`src/rtl/instr_mem_loader.sv`:
```
// Instruction memory loader: encodes MIPS R-type/lw/sw/beq words from decoded
// fields and writes them to consecutive imem word addresses, keeping the CPU
// in reset until the whole program has been written.
//
// Handshake: a beat transfers on a rising clk edge where in_valid && in_ready
// are both 1. in_ready is registered and is 1 only while in LOAD. The producer
// holds its fields stable while in_valid=1 and in_ready=0. in_valid in any
// other state is ignored and never written.
module instr_mem_loader #(
    parameter int ADDR_W = 6
) (
    input  logic              clk,
    input  logic              rst_n,
    input  logic              start,
    input  logic              in_valid,
    output logic              in_ready,
    input  logic [1:0]        in_kind,
    input  logic [4:0]        in_rs,
    input  logic [4:0]        in_rt,
    input  logic [4:0]        in_rd,
    input  logic [5:0]        in_funct,
    input  logic [15:0]       in_imm,
    input  logic              in_last,
    output logic              imem_we,
    output logic [ADDR_W-1:0] imem_addr,
    output logic [31:0]       imem_wdata,
    output logic [ADDR_W:0]   word_count,
    output logic              overflow,
    output logic              load_done,
    output logic              cpu_rst_n
);

    localparam int DEPTH = 2 ** ADDR_W;
    localparam logic [ADDR_W:0] LAST_ADDR = (ADDR_W + 1)'(DEPTH - 1);
    localparam logic [ADDR_W:0] COUNT_ONE = (ADDR_W + 1)'(1);

    localparam logic [1:0] KIND_R   = 2'b00;
    localparam logic [1:0] KIND_LW  = 2'b01;
    localparam logic [1:0] KIND_SW  = 2'b10;
    localparam logic [1:0] KIND_BEQ = 2'b11;

    localparam logic [5:0] OP_R   = 6'b000000;
    localparam logic [5:0] OP_LW  = 6'b100011;
    localparam logic [5:0] OP_SW  = 6'b101011;
    localparam logic [5:0] OP_BEQ = 6'b000100;

    typedef enum logic [1:0] {
        IDLE  = 2'd0,
        LOAD  = 2'd1,
        DRAIN = 2'd2,
        DONE  = 2'd3
    } state_t;

    // Current FSM state; kept as a named signal so checkers can bind to it.
    state_t state;

    logic        accept;
    logic        at_top;
    logic [31:0] enc_word;

    assign accept = in_valid && in_ready;
    assign at_top = (word_count == LAST_ADDR);

    // Encode the incoming beat; shamt is always zero, unused fields are dropped.
    always_comb begin
        enc_word = 32'h0;
        case (in_kind)
            KIND_R:   enc_word = {OP_R, in_rs, in_rt, in_rd, 5'b00000, in_funct};
            KIND_LW:  enc_word = {OP_LW, in_rs, in_rt, in_imm};
            KIND_SW:  enc_word = {OP_SW, in_rs, in_rt, in_imm};
            KIND_BEQ: enc_word = {OP_BEQ, in_rs, in_rt, in_imm};
            default:  enc_word = 32'h0;
        endcase
    end

    // Session FSM with all outputs registered; reset aborts any partial load.
    always_ff @(posedge clk or negedge rst_n) begin
        if (!rst_n) begin
            state      <= IDLE;
            in_ready   <= 1'b0;
            imem_we    <= 1'b0;
            imem_addr  <= '0;
            imem_wdata <= 32'h0;
            word_count <= '0;
            overflow   <= 1'b0;
            load_done  <= 1'b0;
            cpu_rst_n  <= 1'b0;
        end else begin
            imem_we <= 1'b0;
            case (state)
                IDLE, DONE: begin
                    if (start) begin
                        state      <= LOAD;
                        in_ready   <= 1'b1;
                        word_count <= '0;
                        overflow   <= 1'b0;
                        load_done  <= 1'b0;
                        cpu_rst_n  <= 1'b0;
                    end
                end
                LOAD: begin
                    if (accept) begin
                        imem_we    <= 1'b1;
                        imem_addr  <= word_count[ADDR_W-1:0];
                        imem_wdata <= enc_word;
                        word_count <= word_count + COUNT_ONE;
                        // Top address is the last slot: stop even without in_last.
                        if (in_last || at_top) begin
                            state    <= DRAIN;
                            in_ready <= 1'b0;
                            overflow <= at_top && !in_last;
                        end
                    end
                end
                DRAIN: begin
                    // The final write strobe is visible this cycle; release next.
                    state     <= DONE;
                    load_done <= 1'b1;
                    cpu_rst_n <= 1'b1;
                end
                default: begin
                    state    <= IDLE;
                    in_ready <= 1'b0;
                end
            endcase
        end
    end

endmodule

```
`config.mk`:
```
export PLATFORM = sky130hd
export DESIGN_NAME = instr_mem_loader
export DESIGN_NICKNAME = d
export VERILOG_FILES = /design/src/rtl/instr_mem_loader.sv
export SDC_FILE = /design/constraint.sdc
export NUM_CORES = 1
export LEC_CHECK = 0
export CAP_MARGIN = 20
export CORE_ASPECT_RATIO = 1.75
export CORE_UTILIZATION = 62
export CTS_CLUSTER_DIAMETER = 80
export DETAILED_ROUTE_END_ITERATION = 6
export DONT_BUFFER_PORTS = 1
export PLACE_DENSITY = 0.78
export SYNTH_ARGS = -nofsm -noshare
export SYNTH_HDL_FRONTEND = slang
export SYNTH_SLANG_ARGS = --single-unit
```
`constraint.sdc`:
```
create_clock -name clk -period 2.04 [get_ports clk]
set_clock_uncertainty 0.05 [all_clocks]
set_input_delay 0.612 -clock clk [delete_from_list [all_inputs] [get_ports clk]]
set_output_delay 0.612 -clock clk [all_outputs]
set_load 0.01 [all_outputs]
```
# After elaboration in Yosys (flattened, before gate mapping)
# Index checks and enable logic that the tools add are counted.
# Widths: inputs -> output; s select.
[word_totals]
romBits = 0
elab_cells = 52
output_inout_bits = 50
mem_count = 0
regBits = 51
mem_bits_rw = 0
latch_bits = 0
[op_classes]
shifts = 0
n_div = 0
bitwise_logic = 0
n_mux = 19
n_reduce_logical = 14
magnitude_cmp = 0
addsub = 1
eq_ne = 10
multipliers = 0
[op_table]
columns = ["operator", "count"]
rows = [
  ["$pmux 32 s4", 1],
  ["$mux 7", 2],
  ["$pmux 7 s2", 1],
  ["$eq 2x2->1 const B", 4],
  ["$mux 1", 8],
  ["$add 7x1->7 const B", 1],
  ["$eq 7x6->1 const B", 1],
  ["$mux 2", 3],
  ["$ne 2x2->1 const B", 3],
  ["$pmux 1 s2", 3],
  ["$pmux 2 s3", 1],
  ["$reduce_and 3->1", 2],
  ["$eq 2x1->1 const B", 2],
  ["$logic_not 2->1", 2],
  ["$reduce_and 2->1", 2],
  ["$reduce_and 4->1", 1],
  ["$reduce_bool 2->1", 2],
  ["$logic_and 1x1->1", 2],
  ["$reduce_or 2->1", 1],
  ["$logic_not 1->1", 1],
  ["$logic_or 1x1->1", 1],
]

# Longest topological paths before layout
# Gate-level depths: netlist of run 1.
[depth]
depth_word = 5
mapped_depth = 7
mapped_depth_nobuf = 7

# Worst setup path before layout of run 1
# Ideal clock, no wire load.
[synth_path]
kind = "input -> register"
start = "input in_kind[0]"
end = "register imem_wdata[1]"
cell_stages = 7
n_path_buf = 1
setup_ps = 126
arrival_time_ps = 1601
t_required_ps = 1864
path_slack_ps = 263
cell_sequence = "inv_1 ha_1 nor3_1 nor2_1 clkbuf_1 a221oi_1 nor2_1"
[synth_between]
elab_chain_cells = 2
[synth_lines]
columns = ["element", "line_no", "rtl"]
rows = [
  ["from (decl)", "17", "input logic [1:0] in_kind,"],
  ["$eq 2x2->1 (tied with other cells)", "67", "case (in_kind)"],
  ["$pmux 32 s4 (*)", "67", ""],
  ["to (signal assigned)", "105", "imem_wdata <= enc_word;"],
  ["to (decl)", "26", "output logic [31:0] imem_wdata,"],
]
# Mark *: on every way between the ends. The rest lies on a longest branch, timed or not. The select of a mux whose other input is x is not followed.
# A chain may end at the register's enable or synchronous reset.

# Worst setup path after layout of run 1
[layout_path]
start = "input in_kind[0]"
end = "register imem_wdata[2]"
# Same word-level chain as after synthesis.

==> results of run 1 <==
==> report_power, final <==
group	switching, W	internal (W)
Clock	0.000296	0.000276
Combinational	0.000529	0.000335
Sequential	0.000422	0.00129
Total	0.00125	0.00190
==> area by class of cell <==
cell class                 instances  area, sq um  area share
sequential                        48         1200       0.514
timing repair buffer               4         50.0      0.0214
clock buffer                       7         86.3      0.0370
inverter                           5         18.8     0.00804
clock inverter                     1         7.51     0.00322
multi-input combinational        167          915       0.392
tap                               45         56.3      0.0241
==> registers in the layout (all words and copies together), names as in the netlist <==
register / cells
cpu_rst_n: 1
imem_addr: 6
imem_wdata: 29
imem_we: 1
in_ready: 1
overflow: 1
state: 2
word_count: 7
==> logic make-up (layout without fill, tap and decap cells) <==
| family | Yosys count | after routing | share of synthesized area |
|---|---|---|---|
| AO/OA/AOI/OAI | 25 | 25 | 0.0855 |
| XOR/XNOR | 4 | 4 | 0.0160 |
| adder cells (fa/ha/maj) | 10 | 10 | 0.0570 |
| buffers and inverters | 17 | 17 | 0.0376 |
| flip-flops | 48 | 48 | 0.547 |
| multiplexers | 3 | 3 | 0.0143 |
| other | 1 | 1 | 0.00171 |
| AND/OR/NAND/NOR | 124 | 124 | 0.241 |
==> repair_timing <==
item                                    4_1_cts  5_1_grt
endpoints found under the setup margin        0        1
hold buffers                                  1        0
gates resized for setup                       0        1
hold endpoints to repair                     48        0
==> worst max-delay path, delay by kind of cell <==
kind	cells	cell delay, ns
adders and majority gates	1	0.21
buffers and inverters	1	0.05
and+or+nand+nor	2	0.96
AOI/OAI and AO/OA	1	0.21
==> per-stage QoR <==
stage	utilization	cell area (sq um)	setup WS, ns	TNS (ns)	hold slack [ns]
4_1_cts	0.693	2330	0.0972	0	0.110
2_1_floorplan	-	2190	0.263	0	0.266
3_5_place_dp	0.657	2210	-0.169	-1.60	0.267
5_1_grt	0.694	2330	0.00491	0	0.104
3_3_place_gp	0.657	2210	0.000272	0	0.267
6_report	0.694	2330	0.165	0	0.103
==> layer usage <==
| layer | up-vias | part of all wire |
|---|---|---|
| met5 | - | 0 |
| li1 | 762 | - |
| met3 | 4 | 0.077 |
| met4 | 0 | 0.010 |
| met2 | 70 | 0.55 |
| met1 | 757 | 0.36 |
==> final timing paths <==
kind | start | to | slack, ns
max reg2reg | state[0] | word_count[0] | 0.18
min | rst_n | imem_wdata[7] | 0.10
min in group clk | in_rs[1] | imem_wdata[22] | 0.38
max in group asynchronous | rst_n | imem_wdata[22] | 1.62
max | in_kind[0] | imem_wdata[2] | 0.16
min reg2reg | imem_wdata[7] | imem_wdata[7] | 0.50
==> Yosys cell counts, drive strengths merged <==
| library cell | instances |
|---|---|
| nand2 | 71 |
| dfrtp | 48 |
| nor2 | 30 |
| a221oi | 11 |
| ha | 10 |
| nand3 | 8 |
| buf | 7 |
| a21oi | 5 |
| clkbuf | 5 |
| inv | 5 |
| xnor2 | 4 |
| a31oi | 3 |
| nor3 | 3 |
| mux2i | 2 |
| nor2b | 2 |
| nor3b | 2 |
| o21ai | 2 |
| a21boi | 1 |
| a22o | 1 |
| and2 | 1 |
| and4 | 1 |
| conb | 1 |
| mux2 | 1 |
| nand2b | 1 |
| nand3b | 1 |
| nand4 | 1 |
| nor4 | 1 |
| o221ai | 1 |
| o32ai | 1 |
| or2 | 1 |
| or2b | 1 |
==> run summary, run 1 <==
outcome: completed
met2 Track Usage GR: 0.465
VDD IR max: 0.950 mV
# Post-CTS Setup Buffers: 0
met3 Resource Use GR: 0.0921
Die Span Y: 80.7 um
initial detailed-routing violation count: 43
GR Util All Layers: 0.265
clk buf depth: 2
Worst setup SP type: input pin
largest net degree at the start of global routing: 49
Syn Inst Count: 232
Port Buffers: 0
CTS H-tree lvls: 2
initial antenna violation count: 0
most frequent cells in the layout: nand2_1 (71), dfrtp_1 (48), nor2_1 (30)
number of buffers created by CTS: 5
DRT Pass-1 Iters: 4
number of clock sinks: 48
Synth Warn #: 0
Final Wtd Congestion: 0.793
max incr delay on CP: 0.80 ns
Non-Filler Instances: 277
row count: 28
crit-path most repeated cell: nor2_1
CP Capture Type: flop
Clock Tree Root: clkbuf_8
Worst Hold Class: input pin to async pin
clk slew on worst S/H paths: 0.08 ns
Layout area overhead: 6.39%
Initial Util: 0.653
Clk Latency, worst-skew pair: 0.29 ns
Final Net Count: 285
# IOs: 94
Post-DRT Antenna Nets: 0
first-pass GRT wire length: 7220 um
Net Count, Synth: 286
CP max FO: 16
Vias per Instance: 5.75
FF+latch count, synth: 48
number of global-route vias before repair: 1598
Max Slew Vio Count: 0
Worst EP required: 2.21 ns
Static Leak: 1.16 nW
fillcell total: 287
worst slew pin tran: 1.05 ns
CP cell instances: inv_1 > ha_1 > nor2_1 > a221oi_1 > nor2_1
via count: 1593
unrepaired setup endpoints after global routing: false
P per Cell Area: 1350 nW/um^2
dpl hpwl: 3430 um
Critical-path top delay cell: nor2_1
# placed instances: 268
MaxCap Viol Count: 0
total grt overflow: 0
most common cell after layout, fill and taps aside: nand2_1
die area: 3790 sq um
Core Box Area: 3360 sq um
Chip Width: 47.0 um
layout cell share with drive strength beyond 1: 0.0776
gr busiest metal: met2
worst r2r path cells: 5
DRC: 0
mapped cell area: 2190 sq um
max frequency: 533 MHz
crit path DAT: 2.04 ns
Final Hold Viols: 0
WL/cell: 17.0 um
sequential-to-total area share from yosys stat: 0.547
CTS tree: yes
period utilisation layout: 0.919
n_diodes: 0
minimum clock period: 1.88 ns
critical path class: input pin to flop
Synth top area share: 0.547
syn_area_per_cell: 9.46 sq um
final setup vio count: 0
Relative slew margins: 0.295
Tot Pwr: 0.00315 W
Netlist cell types: 34
drt total wl: 4700 um
area leader, netlist: dfrtp_1
dominant cells by area after synthesis: dfrtp_1 (55%), nand2_1 (12%), ha_1 (5.7%)
met1 usage: 0.284
Power figures use the tool's default switching activity.
==> run 2, diff against run 1 <==
clock period = 2 ns   (was 2.04 ns; I/O delays follow)
==> run 2 against run 1 <==
Combinational power up 2.7%; die area is the same; sequential power is essentially flat; count of clock-buffer cells in the layout fell by 2; worst setup slack got worse by 0.036 ns; largest power group unchanged.
==> run summary, run 2 (same netlist as run 1, synthesis figures left out) <==
outcome: completed
max frequency: 534 MHz
row count: 28 (unchanged)
most frequent cells in the layout: nand2_1 (71), dfrtp_1 (48), nor2_1 (29)
Worst EP required: 2.12 ns (-0.09 ns)
number of buffers created by CTS: 5 (unchanged)
Reg area: 1200 sq um (unchanged)
Initial Util: 0.653 (unchanged)
area of the multi-input gates: 917 sq um (+0.27%)
die area: 3790 sq um (unchanged)
Relative slew margins: 0.574 (+0.279)
Chip Width: 47.0 um (unchanged)
minimum clock period: 1.87 ns
Final Hold Viols: 0 (unchanged)
GR Util All Layers: 0.267 (+0.00178)
n_diodes: 0 (unchanged)
WL/cell: 17.1 um (+0.88%)
max incr delay on CP: 0.40 ns (-0.40 ns)
Reg with most FFs: imem_wdata
CTS H-tree lvls: 2 (unchanged)
Area after DPL: 2210 sq um (unchanged)
DRT Pass-1 Iters: 4 (unchanged)
Clock Tree Root: clkbuf_8
clk slew on worst S/H paths: 0.08 ns (about the same)
initial antenna violation count: 0 (unchanged)
Max Slew Vio Count: 0 (unchanged)
number of global-route vias before repair: 1633 (+2.2%)
worst slew pin tran: 0.638 ns (-0.415 ns)
Worst Hold Class: input pin to async pin
crit-path most repeated cell: o21ai_0
crit path DAT: 1.99 ns (-0.05 ns)
P per Cell Area: 1400 nW/um^2 (+4.0%)
pre-CTS WS: -0.189 ns (-0.0198 ns)
clk buf depth: 2 (unchanged)
largest net degree at the start of global routing: 49 (unchanged)
CP Capture Type: flop
max FFs per register: 29 (unchanged)
DRC: 0 (unchanged)
Static Leak: 1.16 nW (+0.50%)
Critical-path top delay cell: dfrtp_1
via count: 1605 (+0.75%)
Final Net Count: 285 (unchanged)
Largest regs: imem_wdata (29), word_count (7), imem_addr (6)
Die Span Y: 80.7 um (unchanged)
Port Buffers: 0 (unchanged)
dpl hpwl: 3380 um (-1.5%)
drt total wl: 4700 um (+0.15%)
CTS tree: yes
most common cell after layout, fill and taps aside: nand2_1
final setup vio count: 0 (unchanged)
CP cell instances: inv_1 > ha_1 > mux2i_2 > or2_2 > o21ai_0 > o21ai_0
# IOs: 94 (unchanged)
Clk Latency, worst-skew pair: 0.30 ns (about the same)
TNS Setup: 0 ns (unchanged)
total grt overflow: 0 (unchanged)
fin area: 2340 sq um (+0.32%)
worst setup margin: 0.129 ns (-0.0356 ns)
fillcell total: 288 (+0.35%)
unrepaired setup endpoints after global routing: false
Final Wtd Congestion: 0.793 (unchanged)
CP max FO: 6 (-10)
cell family with most CP delay: flip-flops
Layout area overhead: 6.73%
Post-DRT Antenna Nets: 0 (unchanged)
worst path bufs/invs: 1 (unchanged)
critical path class: flop to flop
VDD IR max: 0.929 mV (-2.2%)
MaxCap Viol Count: 0 (unchanged)
Core Box Area: 3360 sq um (unchanged)
layout cell share with drive strength beyond 1: 0.0783 (+0.000675)
first-pass GRT wire length: 7210 um (about the same)
period utilisation layout: 0.936
Worst setup SP type: flop
initial detailed-routing violation count: 26 (-40%)
number of clock sinks: 48 (unchanged)
Vias per Instance: 5.84 (+1.5%)
## run 2: cell count changes in the layout (fill, tap and decap cells not counted), sizes merged
cell and delta:
bufinv +1, clkbuf -2, clkinvlp -1
## run 2: worst reg2reg max path: stages, from the launching register on
cell	delay, ns
dfrtp_1	0.40
inv_1	0.07
ha_1	0.37
mux2i_2	0.24
or2_2	0.34
o21ai_0	0.15
o21ai_0	0.11
## run 2: metal layers
layer	up-vias	GRT usage	part of all wire	wire length, um
li1	758	-	-	-
met1	773	0.272	0.35	1640
met2	67	0.469	0.55	2600
met3	7	0.0966	0.081	380
met4	0	0.103	0.017	78
met5	-	0	0	0
## run 2: path summary, 6_finish.rpt
kind / start / to / slack, ns / cells after the start
min in group clk: in_rs[0] / imem_wdata[21] / 0.36 / 2
worst max-delay path: state[0] / in_ready / 0.13 / 6
max in group asynchronous: rst_n / state[0] / 1.60 / 1
worst min-delay path: rst_n / imem_wdata[7] / 0.09 / 1
worst max register to register: state[0] / in_ready / 0.13 / 6
worst min register to register: imem_wdata[7] / imem_wdata[7] / 0.50 / 2
## run 2: timing repair
item / CTS / global route
gates resized for setup: 0 / 2
endpoints found under the setup margin: 0 / 8
hold endpoints to repair: 48 / 0
hold buffers: 1 / 0
setup buffers: 0 / 0
## run 2: power breakdown
group | leakage (nW) | internal [W] | total (W) | switching [W]
combinational | 0.500 | 0.000342 | 0.000887 | 0.000545
sequential | 0.613 | 0.00132 | 0.00174 | 0.000429
clock | 0.0501 | 0.000359 | 0.000651 | 0.000293
## run 2: final cells by class
| type | instances | share of cell area |
|---|---|---|
| Sequential cell | 48 | 0.513 |
| Multi-Input combinational cell | 167 | 0.392 |
| Clock buffer | 5 | 0.0294 |
| Tap cell | 45 | 0.0240 |
| Timing Repair Buffer | 4 | 0.0214 |
| Clock inverter | 1 | 0.0128 |
| Inverter | 5 | 0.00801 |
## run 2: metrics by stage
stage	total power [W]	hold WS, ns	utilization	std cells
2_1_floorplan	0.00241	0.254	-	232
6_report	0.00328	0.0886	0.696	275
3_5_place_dp	0.00262	0.256	0.657	268
4_1_cts	0.00330	0.0958	0.695	275
3_3_place_gp	0.00254	0.255	0.657	268
5_1_grt	0.00353	0.0981	0.696	275
